--- config.mk ---
export PLATFORM = sky130hd
export DESIGN_NAME = joystick_spi_responder
export DESIGN_NICKNAME = d
export VERILOG_FILES = /design/src/rtl/joystick_spi_responder.sv
export SDC_FILE = /design/constraint.sdc
export NUM_CORES = 1
export LEC_CHECK = 0
export ABC_AREA = 1
export CORE_ASPECT_RATIO = 1.75
export CORE_MARGIN = 8
export CORE_UTILIZATION = 50
export CTS_BUF_LIST = sky130_fd_sc_hd__clkbuf_4
export DETAILED_ROUTE_END_ITERATION = 12
export PLACE_DENSITY_LB_ADDON = 0.15
export SLEW_MARGIN = 20
export SYNTH_ARGS = -nofsm -noshare
export SYNTH_HDL_FRONTEND = slang
export SYNTH_SLANG_ARGS = --single-unit
--- constraint.sdc ---
create_clock -name spi_clk -period 4 [get_ports spi_clk]
set_input_delay 1.2 -clock spi_clk [delete_from_list [all_inputs] [get_ports spi_clk]]
set_output_delay 1.2 -clock spi_clk [all_outputs]
set_load 0.01 [all_outputs]
--- src/rtl/joystick_spi_responder.sv ---
// SPI mode-0 slave emulating the joystick end of the joystick SPI exchange.
// Serves host-supplied X/Y/button values and captures the master's LED command byte.
module joystick_spi_responder #(
    parameter int          SYNC_STAGES = 2,
    parameter int          NUM_BYTES   = 5,
    parameter logic [5:0]  CMD_PREFIX  = 6'b100000
) (
    input  logic       spi_clk,
    input  logic       reset,
    input  logic       sck,
    input  logic       cs,
    input  logic       mosi,
    output logic       miso,
    input  logic [9:0] x_pos,
    input  logic [9:0] y_pos,
    input  logic [2:0] btn,
    output logic [1:0] led,
    output logic       frame_done,
    output logic       frame_err
);

    localparam int FB = 8 * NUM_BYTES;
    localparam int CW = $clog2(FB + 2);
    localparam logic [CW-1:0] CNT_FULL = CW'(FB);
    localparam logic [CW-1:0] CNT_OVER = CW'(FB + 1);

    typedef enum logic {
        IDLE,
        SHIFT
    } state_t;

    state_t state, state_nxt;

    logic [SYNC_STAGES-1:0] sck_sync, cs_sync, mosi_sync;
    logic                   sck_h, cs_h;
    logic                   sck_s, cs_s, mosi_s;
    logic                   sck_rise, sck_fall, cs_fall, cs_rise;

    logic [FB-1:0] tx, tx_nxt, tx_load;
    logic [FB-1:0] rx, rx_nxt;
    logic [CW-1:0] bit_cnt, cnt_nxt;
    logic          miso_nxt;
    logic [1:0]    led_nxt;
    logic          done_nxt, err_nxt;

    always_ff @(posedge spi_clk or posedge reset) begin
        if (reset) begin
            sck_sync  <= '1;
            cs_sync   <= '1;
            mosi_sync <= '0;
            sck_h     <= 1'b1;
            cs_h      <= 1'b1;
        end else begin
            sck_sync  <= {sck_sync[SYNC_STAGES-2:0], sck};
            cs_sync   <= {cs_sync[SYNC_STAGES-2:0], cs};
            mosi_sync <= {mosi_sync[SYNC_STAGES-2:0], mosi};
            sck_h     <= sck_sync[SYNC_STAGES-1];
            cs_h      <= cs_sync[SYNC_STAGES-1];
        end
    end

    assign sck_s    = sck_sync[SYNC_STAGES-1];
    assign cs_s     = cs_sync[SYNC_STAGES-1];
    assign mosi_s   = mosi_sync[SYNC_STAGES-1];
    assign sck_rise = sck_s & ~sck_h;
    assign sck_fall = ~sck_s & sck_h;
    assign cs_fall  = ~cs_s & cs_h;
    assign cs_rise  = cs_s & ~cs_h;

    // Payload occupies the first five bytes; any further bytes shift out as zero.
    always_comb begin
        tx_load = '0;
        tx_load[FB-1 -: 40] = {x_pos[7:0], 6'b0, x_pos[9:8],
                               y_pos[7:0], 6'b0, y_pos[9:8],
                               5'b0, btn};
    end

    always_comb begin
        state_nxt = state;
        tx_nxt    = tx;
        rx_nxt    = rx;
        cnt_nxt   = bit_cnt;
        miso_nxt  = miso;
        led_nxt   = led;
        done_nxt  = 1'b0;
        err_nxt   = 1'b0;
        case (state)
            IDLE: begin
                if (cs_fall) begin
                    state_nxt = SHIFT;
                    tx_nxt    = tx_load;
                    miso_nxt  = tx_load[FB-1];
                    rx_nxt    = '0;
                    cnt_nxt   = '0;
                end
            end
            SHIFT: begin
                // cs release takes priority over any sck edge seen in the same cycle
                if (cs_rise) begin
                    state_nxt = IDLE;
                    miso_nxt  = 1'b0;
                    if (bit_cnt == CNT_FULL && rx[FB-1 -: 6] == CMD_PREFIX) begin
                        led_nxt  = rx[FB-7 -: 2];
                        done_nxt = 1'b1;
                    end else begin
                        err_nxt = 1'b1;
                    end
                end else begin
                    if (sck_rise) begin
                        rx_nxt = {rx[FB-2:0], mosi_s};
                        if (bit_cnt != CNT_OVER)
                            cnt_nxt = bit_cnt + CW'(1);
                    end
                    if (sck_fall) begin
                        tx_nxt   = {tx[FB-2:0], 1'b0};
                        miso_nxt = tx[FB-2];
                    end
                end
            end
            default: state_nxt = IDLE;
        endcase
    end

    always_ff @(posedge spi_clk or posedge reset) begin
        if (reset) begin
            state      <= IDLE;
            tx         <= '0;
            rx         <= '0;
            bit_cnt    <= '0;
            miso       <= 1'b0;
            led        <= 2'b00;
            frame_done <= 1'b0;
            frame_err  <= 1'b0;
        end else begin
            state      <= state_nxt;
            tx         <= tx_nxt;
            rx         <= rx_nxt;
            bit_cnt    <= cnt_nxt;
            miso       <= miso_nxt;
            led        <= led_nxt;
            frame_done <= done_nxt;
            frame_err  <= err_nxt;
        end
    end

endmodule

# Yosys cells after proc, flatten, opt, wreduce, memory -nomap -nowiden
# Index checks and enable logic that the tools add are counted.
# word_totals
wordCells,64
inputBits,28
regBits,99
output_inout_bits,5
# op_classes
addsub,1
n_eq_ne,9
mux,26
reduce_logical,6
bitwise,9
# op_table
op,n
40-bit two-way mux,3
39-bit two-way mux,3
40-bit case mux with 2 select lines,1
39-bit case mux with 2 select lines,1
6-bit two-way mux,4
"6-bit equality test, second input constant",2
6-bit case mux with 2 select lines,1
1-bit two-way mux,11
3-bit AND reduction,3
"6-bit by 1-bit adder with 6-bit output, second input constant",1
"2-bit by 1-bit != test with 1-bit output, second input constant",3
"6-bit != test, second input constant",1
1-bit inverter,5
1-bit bitwise AND,4
"2-bit != test, second input constant",2
1-bit case mux with 2 select lines,2
4-bit AND reduction,1
"3-bit by 1-bit != test with 1-bit output, second input constant",1
2-bit AND reduction,1
1-bit logical AND,1

# Depth between registers and ports, before layout
# depth
word_depth,5
depth_mapped,9
mapped_depth_nobuf,8

# Worst setup path after synthesis
# Ideal clock, no wire load.
# synth_timing
path_type,flip-flop to output port
startpoint,register led[0]
endpoint,output led[0]
path_slack_ns,2.415
path_stages_with_launch,1
n_path_buf,0
required_time_ns,2.800
arrival_ns,0.385
cell_sequence,dfrtp_1
# synth_rtl
element,line_no,source
start: declaration,17,"output logic [1:0] led,"
start signal: assignment,140,led <= led_nxt;
# No word-level cell between the ends.

# Worst setup path after layout
# layout_timing
startpoint,register miso
endpoint,output miso
# layout_rtl
element,line_no,source
start: declaration,13,"output logic miso,"
start signal: assignment,139,miso <= miso_nxt;
# No word-level cell between the ends.

==> qor.txt <==
CP delay by family, top: buffers and inverters
Post-synthesis sequential area ratio: 58.45%
Pleak: 2.238 nW
Final worst slack: 1.394 ns
WP depth: 1
Ranking of synthesized cells by area: dfrtp_1 (55%), nand2_1 (24%), o21ai_0 (4.8%), dfstp_2 (3.7%), o21ai_1 (3.1%)
Ratio of final minimum period to clock period: 65.14%
Simple-gate portion of the synthesized area: 26.96%
Async set-reset flop share out of synthesis: 100.0%
Final hold viol count: 0
Largest family of logic cells by synthesized area: simple AND/OR/NAND/NOR gates
CP Capture Type: output pin
TNS Setup: 0 ns
RSZ-0062 raised after global routing: false
Synth Area in Compound Gates: 8.534%
Later-pin clock latency in the skew report: 0.44 ns
Endpoint required time on the critical path: 2.80 ns
Number of CTS-inserted buffers: 9
Worst hold path depth: 0
Flops & latches, synth: 99
Post-synth cell types: 21
Area fraction of the dominant cell type after synthesis: 54.74%
Syn Area/Cell: 8.304 um2
Io pins: 33
Max IR drop VDD: 0.2243 mV
Arr. time, crit path: 1.41 ns
Fmax: 383.8 MHz
Buffers on Ports: 32
Most common cell in the netlist: nand2_1
Clock sinks: 99
Post-Syn Area: 4252 um2
Antenna violations before repair: 1
Pre-CTS setup slack: 1.744 ns
CP cell instances: clkdlybuf4s50_1
GRT Total Usage: 14.30%
Worst Path Buf+Inv: 1
R2R setup slack: 1.71 ns
FF-to-FF End: rx[14]
Clock skew: 0.02361 ns
Setup-failing EPs final: 0
Multiplexer area fraction after synthesis: 0%
Startpoint Class: flip-flop
Mapped Nets: 543
Core Area: 8258 um2
Clk buf depth: 2
Ys Warns: 0
Pwr/cell area: 460.1 nW/um2
Slew HR: 57.23%
Placed inst area: 4571 um2
Largest area contributor in the netlist: dfrtp_1
Die W: 85.71 um
Cts repair resizes: 0
Row count: 44
Placer Congestion: 0.7374
Layout area overhead: 10.09%
FF-to-FF path depth: 5
Cell Count Post-Placement: 612
Worst r2r src: state
Status: finished clean
Top cells by count, synth: nand2_1 (272), dfrtp_1 (93), o21ai_0 (41)
Die area: 11830 um2
Hold Path Origin: mosi_sync[0]
Share of cells above drive strength 1: 5.970%
Hpwl dp: 5.003 mm
Total Wirelength: 7.652 mm
Post-DRT Antenna Nets: 0
Initial core utilization: 51.48%
Clock-pin slew on the worst setup and hold paths: 0.15 ns
Crit path max fanout: 2
Global-route wire length before repair: 13.48 mm
Most common flop cell mapped by yosys: dfrtp_1
TritonRoute pass-1 iters: 4
Root Driver: clkbuf_4
Min Clock Period, post-route: 2.606 ns
Final Hold Slack: 0.3623 ns
H-Tree Depth: 3
Post-synth EDFFs: 0
Min-Delay Endpoint: mosi_sync[1]
CTS tree: done
Nets: 562
Die height: 138.0 um
CP max-delay cell: clkdlybuf4s50_1
Max Slew Vio Count: 0
Post-route cell area: 4681 um2
Post-Synth XOR/XNOR Area: 0%
Number of vias per cell: 5.072
CTS Hold Bufs: 0
Synthesized-area fraction occupied by adder cells: 0.8829%
Setup bufs post-CTS: 0
DR WL/cell: 12.17 um
DR vias: 3190
CP peak stage delay: 0.58 ns
Max cap viols: 0
Post-route DRC: 0
Tightest Pin Transition: 0.6408 ns
Pin count of the biggest net entering global routing: 100
Worst Hold Class: flip-flop to flip-flop
Finished Layout Cells: 629
Initial DRC count: 237
Vias in the first global route: 3047
Total grt overflow: 0
Synth Instances: 512
Crit path kind: flip-flop to output pin
## sequential cells by signal (all words and copies together), names as in the netlist
name        count
bit_cnt         6
cs_h            1
cs_sync         2
frame_done      1
frame_err       1
led             2
miso            1
mosi_sync       2
rx             40
sck_h           1
sck_sync        2
state           1
tx             39
## cells by family (layout without fill, tap and decap cells)
family	Yosys count	count (layout)
simple gates	297	297
compound gates	71	71
fa+ha+maj	3	3
flops	99	99
buf+inv	42	66
other cells	0	1
## placed cells by master (no fill, tap or decap), types with 2 or more instances in the layout
cell type | netlist | routed
buf_4 | 0 | 4
clkbuf_4 | 0 | 10
clkdlybuf4s50_1 | 0 | 32
clkinv_1 | 0 | 2
clkinv_2 | 0 | 3
clkinvlp_4 | 0 | 2
dfrtp_1 | 93 | 92
dfstp_2 | 6 | 6
ha_1 | 3 | 3
inv_1 | 12 | 11
nand2_1 | 272 | 272
nand2_2 | 3 | 3
nand3_1 | 9 | 9
nor2_1 | 10 | 10
o21ai_0 | 41 | 41
o21ai_1 | 26 | 26
o21bai_1 | 2 | 2
## worst register-to-register path, stage by stage, from the launching register on
cell and delay (ns):
dfrtp_2 0.59, buf_4 0.38, o21ai_1 0.16, nand2_2 0.36
buf_4 0.47, o21ai_0 0.19
## per-layer routing
metal | wire (um) | global-route usage, % | vias up | part of all wire, %
met5 | 0 | 0 | - | 0
met4 | 129 | 7.059 | 0 | 1.7
met3 | 304 | 3.858 | 10 | 4.0
met2 | 3645 | 24.27 | 52 | 48
met1 | 3572 | 16.22 | 1495 | 47
li1 | - | - | 1633 | -
## stage by stage
stage | utilization [%] | power, W
after floorplan | - | 0.001638
after global placement | 55.35 | 0.001732
after detailed placement | 55.35 | 0.001746
after CTS | 56.65 | 0.002188
after global routing | 56.68 | 0.002322
final | 56.68 | 0.002153
## worst max path at each step
stage	startpoint	endpoint	slack, ns
floorplan	reset	bit_cnt[0]	0.22
global placement	state	rx[19]	1.83
detailed placement	state	rx[14]	1.74
CTS	miso	miso	1.33
global route	miso	miso	1.30
finish	miso	miso	1.39
## layout make-up
class                   count  area (um2)
flip-flops and latches     99        2486
well taps                  92       115.1
repair buffers             37       370.4
clock inverters             6       32.53
clock buffers              10       75.07
multi-input cells         371        1546
diodes                      1       2.502
fillers                   791        3577
inverters                  13       52.55
## report_power, final
part / leakage (nW) / internal, W / switching [W]
Sequential: 1.32 / 0.00115 / 0.0000968
Combinational: 0.861 / 0.000160 / 0.000305
Clock: 0.0573 / 0.000129 / 0.000309
Note: power is estimated with default switching activity, not from simulation.
